**src/rtl/uart_tx_arbiter.sv**
```systemverilog
// uart_tx_arbiter: shares one UART transmitter among NUM_REQ byte-stream requesters.
// Round-robin arbitration with message locking: once granted, a requester owns the UART
// until its byte flagged last has been handed over, so messages never interleave.
//
// Ports:
//   clk          clock
//   rst          synchronous active-high reset
//   req_valid_i  per-requester byte valid
//   req_data_i   per-requester byte, requester i at [i*DATA_W +: DATA_W]
//   req_last_i   byte is the final byte of its message
//   req_ready_o  byte accepted when req_valid_i[i] && req_ready_o[i]
//   tx_data_o    byte to the UART data_in
//   tx_valid_o   to the UART data_valid
//   tx_ready_i   from the UART data_ready
//   grant_id_o   current or last owner
//   busy_o       a message is locked
module uart_tx_arbiter #(
    parameter int unsigned NUM_REQ = 4,
    parameter int unsigned DATA_W  = 8
) (
    input  logic                       clk,
    input  logic                       rst,
    input  logic [NUM_REQ-1:0]         req_valid_i,
    input  logic [NUM_REQ*DATA_W-1:0]  req_data_i,
    input  logic [NUM_REQ-1:0]         req_last_i,
    output logic [NUM_REQ-1:0]         req_ready_o,
    output logic [DATA_W-1:0]          tx_data_o,
    output logic                       tx_valid_o,
    input  logic                       tx_ready_i,
    output logic [$clog2(NUM_REQ)-1:0] grant_id_o,
    output logic                       busy_o
);

    localparam int unsigned IdW = $clog2(NUM_REQ);

    typedef enum logic [2:0] {
        StArb,
        StFetch,
        StSend,
        StDrain,
        StWaitRdy
    } state_e;

    state_e            state_q;
    logic [DATA_W-1:0] tx_data_q;
    logic              tx_valid_q;
    logic              last_q;
    logic              busy_q;
    logic [IdW-1:0]    grant_q;
    logic [IdW-1:0]    rr_ptr_q;

    logic [DATA_W-1:0] req_bytes [NUM_REQ];

    always_comb begin
        for (int i = 0; i < NUM_REQ; i++) begin
            req_bytes[i] = req_data_i[i*DATA_W +: DATA_W];
        end
    end

    // Round-robin search starting just after the last finished owner.
    logic           win_found;
    logic [IdW-1:0] win_id;
    logic [IdW-1:0] cand;
    int unsigned    idx;

    always_comb begin
        win_found = 1'b0;
        win_id    = '0;
        cand      = '0;
        idx       = 0;
        for (int unsigned k = 1; k <= NUM_REQ; k++) begin
            idx  = (32'(rr_ptr_q) + k) % NUM_REQ;
            cand = IdW'(idx);
            if (!win_found && req_valid_i[cand]) begin
                win_found = 1'b1;
                win_id    = cand;
            end
        end
    end

    // Only the owner is ever offered ready, and only while a byte is being fetched.
    always_comb begin
        req_ready_o = '0;
        if (state_q == StFetch) begin
            req_ready_o[grant_q] = 1'b1;
        end
    end

    always_ff @(posedge clk) begin
        if (rst) begin
            state_q    <= StArb;
            tx_data_q  <= '0;
            tx_valid_q <= 1'b0;
            last_q     <= 1'b0;
            busy_q     <= 1'b0;
            grant_q    <= '0;
            rr_ptr_q   <= IdW'(NUM_REQ - 1);
        end else begin
            case (state_q)
                StArb: begin
                    if (win_found) begin
                        grant_q <= win_id;
                        busy_q  <= 1'b1;
                        state_q <= StFetch;
                    end
                end
                StFetch: begin
                    // An owner stall simply parks here with the lock held.
                    if (req_valid_i[grant_q]) begin
                        tx_data_q  <= req_bytes[grant_q];
                        last_q     <= req_last_i[grant_q];
                        tx_valid_q <= 1'b1;
                        state_q    <= StSend;
                    end
                end
                StSend: begin
                    if (tx_valid_q && tx_ready_i) begin
                        tx_valid_q <= 1'b0;
                        state_q    <= StDrain;
                    end
                end
                StDrain: begin
                    // UART ready is registered and stays high one cycle after accept;
                    // wait for it to drop so the next byte is not taken twice.
                    if (!tx_ready_i) begin
                        state_q <= StWaitRdy;
                    end
                end
                StWaitRdy: begin
                    if (tx_ready_i) begin
                        if (last_q) begin
                            busy_q   <= 1'b0;
                            rr_ptr_q <= grant_q;
                            state_q  <= StArb;
                        end else begin
                            state_q <= StFetch;
                        end
                    end
                end
                default: state_q <= StArb;
            endcase
        end
    end

    assign tx_data_o  = tx_data_q;
    assign tx_valid_o = tx_valid_q;
    assign grant_id_o = grant_q;
    assign busy_o     = busy_q;

endmodule
```
**config.mk**
```make
export PLATFORM = sky130hd
export DESIGN_NAME = uart_tx_arbiter
export DESIGN_NICKNAME = d
export VERILOG_FILES = /design/src/rtl/uart_tx_arbiter.sv
export SDC_FILE = /design/constraint.sdc
export NUM_CORES = 1
export LEC_CHECK = 0
export BUFFER_PORTS_ARGS = -buffer_cell sky130_fd_sc_hd__buf_2
export CORE_MARGIN = 3
export CORE_UTILIZATION = 44
export DETAILED_ROUTE_END_ITERATION = 8
export GPL_ROUTABILITY_DRIVEN = 0
export PLACE_DENSITY = 0.85
export RECOVER_POWER = 25
export SLEW_MARGIN = 30
export SYNTH_ARGS = -nofsm -noshare
export SYNTH_HDL_FRONTEND = slang
export SYNTH_SLANG_ARGS = --single-unit
```
**constraint.sdc**
```tcl
create_clock -name clk -period 1.9 [get_ports clk]
set_input_delay 0.19 -clock clk [delete_from_list [all_inputs] [get_ports clk]]
set_output_delay 0.19 -clock clk [all_outputs]
set_load 0.03 [all_outputs]
```
==> results.md, run 1 <==
- Outcome: finished clean
- Share of cells above drive strength 1: 40.8%
- R2r endpoint: tx_data_o[5]$_SDFFE_PP0P_
- H-tree levels: 1
- Yosys reg bits: 18
- Crit-path max cell delay: 560 ps
- CTS sink count: 18
- CTS root buf: clkbuf_4
- Hold depth: 2
- CTS tree: done
- Die Y: about 56 µm
- Die Width: 56.5 µm
- Via count: 1095
- CTS max path bufs: 2
- RSZ-0062 raised after global routing: no
- Fin util: around 63%
- R2r startpoint: state_q[1]$_SDFFE_PP0P_
- Synthesis warning total: 0
- Total design power: 1.76 mW
- Min-delay src: rst
- CTS buffer count: 3
- Register area share after synthesis: about a third
- Final Hold Viols: 0
- Initial Util: 48.4%
- Syn Area/Cell: ~10 µm²
- Mapped cell area: 1120 µm²
- Placeable Area: 2320 µm²
- Vias in the first global route: about 1200
- Fin crit share: 94.5%
- Highest Clock Rate: 557 MHz
- Worst setup EP type: output port
- Setup bufs post-CTS: 0
- CP startpoint kind: register
- Routed wire length: 2.98 mm
- Pre-CTS setup slack: 108 ps
- Final ANT Viol Nets: 0
- 1st-iter DRT viols: 35
- First drt pass iteration count: 4
- DRC: 0
- Max rail drop VDD: ~0.88 mV
- WS Path Type: register to output port
- Reg-to-reg setup timing slack: 170 ps
- Leakage: 0.620 nW
- Setup TNS: 0 ps
- Clock skew: 1.49 ps
- Worst Hold Path EP: tx_data_o[5]$_SDFFE_PP0P_
- Worst-path maximum fanout: 11
- Number of enable flip-flop cells after synthesis: 0
- Via-per-instance ratio: 5.56
- Critical Path AT: roughly 1600 ps
- Fill count: 209
- # diodes: 0
- Largest net degree at the start of global routing: 17
- Hold_ws: 237 ps
- Antenna violations before repair: 0
- Count of different cell masters after synthesis: 36
- Power Density: 1200 nW/µm²
- Post-DP HPWL: about 2.4 mm
- Hold Path Class: input pin to register
- Std-Cell Rows: 17
- Final Critical Period: 1800 ps
- Post-Syn Instances: approximately 110
- Reg clk slew, reported paths: 110 ps
- # port buffers: 58
- Ports: 59
- Worst skew pair latency: 300 ps
- Final worst slack: 105 ps
- Final layout net count: 213
- Slew @ Worst Pin: 398 ps
- FF-to-FF path depth: 5
- Per-cell routed wire length: 15.1 µm
- First-pass GRT wire length: 4.93 mm
- Slew Viols, Final: 0
- Crit-path slowest cell: or4bb_1
- Final setup viols: 0
- Slew headroom: 73.1%
- Ys async rst share: 0%
- GRT Util Overall: 19.4%
- Total die area: 3190 µm²
- Syn_nets: 155
- Ys flop type: dfxtp_1
- Gr ovfl total: 0
- Max-cap violations: 0
- Worst endpoint required time: 1710 ps
- Cell Chain, Critical Path: or4bb_1 -> nor2_1 -> buf_2
- Area Growth Syn to Fin: 30.0%
==> sequential cells by signal, indices dropped and copies added (netlist names) <==
| name | cells |
|---|---|
| grant_id_o | 2 |
| state_q | 3 |
| rr_ptr_q | 2 |
| tx_data_o | 8 |
| tx_valid_o | 1 |
| busy_o | 1 |
| last_q | 1 |
==> stage by stage <==
step	instance area (µm²)	cells
final	1460	197
after global routing	1460	197
after floorplan	1120	112
after global placement	1430	193
after detailed placement	1430	193
after CTS	1470	197
==> layout by cell type (no fill, tap or decap), drive strengths merged, types with 2 or more instances in the layout <==
cell / netlist / routed
o22ai: 2 / 2
mux2i: 13 / 13
nand2: 4 / 4
nand3: 2 / 2
nor2b: 2 / 2
nand4: 2 / 2
nand2b: 3 / 3
mux4: 9 / 9
a21oi: 3 / 3
nor3: 2 / 2
nor4: 2 / 2
and2: 2 / 2
dfxtp: 18 / 18
buf: 5 / 53
clkbuf: 3 / 12
inv: 6 / 6
nor2: 16 / 16
o211ai: 3 / 3
==> worst max path at each step <==
stage / depth (start not counted) / end / slack, ps / startpoint
after floorplan: 5 / tx_data_o[5]$_SDFFE_PP0P_ / 70 / grant_id_o[0]$_SDFFE_PP0P_
after global placement: 5 / tx_data_o[2]$_SDFFE_PP0P_ / 200 / state_q[0]$_SDFFE_PP0P_
after detailed placement: 5 / tx_data_o[5]$_SDFFE_PP0P_ / 110 / state_q[0]$_SDFFE_PP0P_
after CTS: 3 / req_ready_o[2] / 20 / state_q[0]$_SDFFE_PP0P_
after global routing: 3 / req_ready_o[2] / 30 / state_q[1]$_SDFFE_PP0P_
final: 3 / req_ready_o[2] / 100 / state_q[1]$_SDFFE_PP0P_
==> power breakdown <==
part,internal [mW],leakage (nW),switching (mW)
clock,0.117,0.0210,0.126
sequential,0.467,0.147,0.119
combinational,0.433,0.452,0.493
total,1.02,0.620,0.737
==> cell families after synthesis <==
group	after synthesis	share of synthesized area (%)
compound gates	16	10.9
xor+xnor	1	0.781
buf+inv	14	6.58
flops	18	32.1
mux	22	29.7
simple gates	41	19.9
==> critical path, delay by kind of cell (launching register included) <==
kind | cells | cell delay [ps]
buffers and inverters | 1 | 200
flip-flops | 1 | 440
AND/OR/NAND/NOR | 2 | 670
==> timing repair <==
item                       4_1_cts  5_1_grt
resized for setup                0        1
setup endpoints to repair        0        2
hold endpoints to repair         0        0
hold buffers                     0        0
==> cells in the mapped netlist (2+ instances only) <==
| cell | number | share of area, % |
|---|---|---|
| nor4_1 | 2 | 1.1 |
| nor2b_1 | 2 | 1.1 |
| mux4_2 | 9 | 18 |
| dfxtp_1 | 18 | 32 |
| and2_1 | 2 | 1.1 |
| inv_1 | 6 | 2.0 |
| nand3_1 | 2 | 0.89 |
| mux2i_1 | 13 | 12 |
| nor2_1 | 16 | 5.4 |
| a21oi_1 | 3 | 1.3 |
| nand2_1 | 4 | 1.3 |
| buf_2 | 2 | 0.89 |
| clkbuf_1 | 3 | 1.0 |
| o211ai_1 | 3 | 2.0 |
| nor3_1 | 2 | 0.89 |
| nand4_1 | 2 | 1.1 |
| buf_6 | 2 | 2.0 |
| nand2b_1 | 3 | 1.7 |
==> metal layers <==
metal / share of wire [%] / vias to the layer above / GRT usage, %
met5: 0 / - / 0
met4: 1.8 / 0 / 5.42
met3: 5.7 / 6 / 5.75
met2: 55 / 37 / 38.3
met1: 38 / 519 / 19.0
li1: - / 533 / -
==> final cells by class <==
| type | instances | area (µm²) | share of cell area (%) |
|---|---|---|---|
| clock buffer | 4 | 36.3 | 2.49 |
| inverter | 6 | 22.5 | 1.55 |
| multi-input combinational | 80 | 687 | 47.1 |
| sequential | 18 | 362 | 24.8 |
| tap | 28 | 35.0 | 2.40 |
| timing repair buffer | 61 | 315 | 21.6 |
Power figures use the tool's default switching activity.
==> run 2: changes to the inputs <==
Settings changed: CELL_PAD_IN_SITES_DETAIL_PLACEMENT set to 1, CELL_PAD_IN_SITES_GLOBAL_PLACEMENT set to 2, CORE_UTILIZATION 44 to 25, PLACE_DENSITY 0.85 to 0.86.
==> results.md, run 2 (synthesis results as in run 1) <==
- Outcome: finished clean (unchanged)
- Routed wire length: 3.56 mm (was 2.98 mm)
- Worst-path maximum fanout: 11 (unchanged)
- Final Hold Viols: 0 (unchanged)
- Worst skew pair latency: 250 ps (was 300 ps)
- Ports: 59 (unchanged)
- Via-per-instance ratio: 5.14 (was 5.56)
- Total die area: 5320 µm² (was 3190 µm²)
- Fin util: 36.1% (was 62.9%)
- Switching Power: 0.770 mW (was 0.737 mW)
- Clock skew: 4.66 ps (was 1.49 ps)
- Commonest non-fill, non-tap cell in the layout: buf_2 (unchanged)
- Reg-to-reg setup timing slack: 140 ps (was 170 ps)
- Clock Power Share: 16.8% (was 13.8%)
- Reg clk slew, reported paths: 70 ps (was 110 ps)
- Max rail drop VDD: 0.285 mV (was 0.875 mV)
- Max-cap violations: 0 (unchanged)
- R2r endpoint: tx_data_o[4]$_SDFFE_PP0P_ (was tx_data_o[5]$_SDFFE_PP0P_)
- Via count: 1136 (was 1095)
- Slew Viols, Final: 0 (unchanged)
- Post-DP HPWL: 2.90 mm (was 2.40 mm)
- R2r startpoint: grant_id_o[1]$_SDFFE_PP0P_ (was state_q[1]$_SDFFE_PP0P_)
- Hold Path Class: input pin to register (unchanged)
- Area Growth Syn to Fin: 34.3% (was 30.0%)
- Total design power: 1.86 mW (was 1.76 mW)
- # diodes: 0 (unchanged)
- Initial Util: 26.9% (was 48.4%)
- Critical Path AT: 1890 ps (was 1610 ps)
- First drt pass iteration count: 4 (unchanged)
- First-pass GRT wire length: 5.81 mm (was 4.93 mm)
- Largest register FFs: 8 (unchanged)
- Antenna violations before repair: 0 (unchanged)
- CP delay by family, top: simple AND/OR/NAND/NOR gates (unchanged)
- CTS max path bufs: 2 (unchanged)
- H-tree levels: 1 (unchanged)
- Final Critical Period: 1760 ps (was 1800 ps)
- CP startpoint kind: register (unchanged)
- Slew @ Worst Pin: 409 ps (was 398 ps)
- Highest Clock Rate: 569 MHz (was 557 MHz)
- Pint: 1.09 mW (was 1.02 mW)
- RSZ-0062 raised after global routing: no (unchanged)
- Crit-path slowest cell: or4b_4 (was or4bb_1)
- 1st-iter DRT viols: 36 (was 35)
- Min-delay src: req_valid_i[2] (was rst)
- Post-DP Area: 1460 µm² (was 1430 µm²)
- Per-cell routed wire length: 16.1 µm (was 15.1 µm)
- Slew headroom: 72.3% (was 73.1%)
- Hold depth: 4 (was 2)
- DRC: 0 (unchanged)
- GRT Util Overall: 14.0% (was 19.4%)
- Std-Cell Rows: 23 (was 17)
- Post-CTS resize count: 0 (unchanged)
- Hold Buf Count CTS: 0 (unchanged)
- Setup bufs post-CTS: 0 (unchanged)
- Worst endpoint required time: 2030 ps (was 1710 ps)
- Final layout net count: 215 (was 213)
- Largest net degree at the start of global routing: 17 (unchanged)
- Share of cells above drive strength 1: 40.9% (was 40.8%)
- Most frequent cells in the layout: buf_2 (50), dfxtp_1 (18), nor2_1 (16) (was buf_2 (50), dfxtp_1 (17), nor2_1 (16))
- Fin crit share: 92.5% (was 94.5%)
- FF-to-FF path depth: 5 (unchanged)
- Vias in the first global route: 1245 (was 1159)
- CTS buffer count: 3 (unchanged)
- Critical path buffers and inverters: 1 (unchanged)
- CTS root buf: clkbuf_8 (was clkbuf_4)
- Hold_ws: 288 ps (was 237 ps)
- Seq pwr share: 29.5% (was 33.4%)
- Worst Hold Path EP: grant_id_o[0]$_SDFFE_PP0P_ (was tx_data_o[5]$_SDFFE_PP0P_)
- Post-Layout Cell Count: 221 (was 197)
- Power Density: 1240 nW/µm² (was 1200 nW/µm²)
- Final worst slack: 143 ps (was 105 ps)
- Final ANT Viol Nets: 0 (unchanged)
- Leakage: 0.635 nW (was 0.620 nW)
- WS Path Type: register to register (was register to output port)
- Comb pwr share: 53.7% (was 52.8%)
- CTS sink count: 18 (unchanged)
- Placed Cells incl. Taps: 217 (was 193)
- CTS tree: done (unchanged)
- Setup TNS: 0 ps (unchanged)
- Die Width: 73.0 µm (was 56.5 µm)
- Die Y: 73.0 µm (was 56.5 µm)
- Sw Ratio: 41.4% (was 42.0%)
- Pre-CTS setup slack: 147 ps (was 108 ps)
- Placeable Area: 4170 µm² (was 2320 µm²)
- Fin area: 1510 µm² (was 1460 µm²)
- Crit-path max cell delay: 570 ps (was 560 ps)
- Cell Chain, Critical Path: or4b_4 -> o22ai_2 -> buf_4 -> mux2i_1 -> nor2_1 (was or4bb_1 -> nor2_1 -> buf_2)
- # port buffers: 58 (unchanged)
- Final setup viols: 0 (unchanged)
- Worst setup EP type: register (was output port)
- Gr ovfl total: 0 (unchanged)
[run 2: cell count changes in the layout (fill, tap and decap cells not counted), sizes merged]
cell	change
buf	+2
[run 2: power groups by stage]
stage	Clock [mW]	Sequential, mW	Combinational, mW
floorplan	0	0.633	0.685
global placement	0	0.547	0.988
detailed placement	0	0.552	1.02
CTS	0.320	0.547	1.03
global route	0.340	0.563	1.10
finish	0.313	0.548	0.999
[run 2: routing by layer]
metal | GRT usage (%) | routed length, µm
met5 | 0 | 0
met4 | 3.69 | 35
met3 | 3.72 | 336
met2 | 25.9 | 1710
met1 | 15.8 | 1480
[run 2: worst reg2reg max path: stages, from the launching register on]
cell and delay, ps:
dfxtp_1 380, or4b_4 570, o22ai_2 170, buf_4 230, mux2i_1 240, nor2_1 50
[run 2: cell type report]
class                           instances  area (µm²)
Multi-Input combinational cell         80         687
Fill cell                             516        2670
Sequential cell                        18         360
Tap cell                               50        62.6
Inverter                                6        22.5
Clock buffer                            4        55.1
Timing Repair Buffer                   63         318
[run 2: worst max path at each step]
stage	from	cells past startpoint	to
global route	state_q[2]$_SDFFE_PP0P_	5	tx_data_o[7]$_SDFFE_PP0P_
global placement	state_q[2]$_SDFFE_PP0P_	5	last_q$_SDFFE_PP0P_
CTS	grant_id_o[1]$_SDFFE_PP0P_	5	tx_data_o[4]$_SDFFE_PP0P_
detailed placement	grant_id_o[1]$_SDFFE_PP0P_	5	tx_data_o[4]$_SDFFE_PP0P_
floorplan	grant_id_o[0]$_SDFFE_PP0P_	5	tx_data_o[5]$_SDFFE_PP0P_
finish	grant_id_o[1]$_SDFFE_PP0P_	5	tx_data_o[4]$_SDFFE_PP0P_
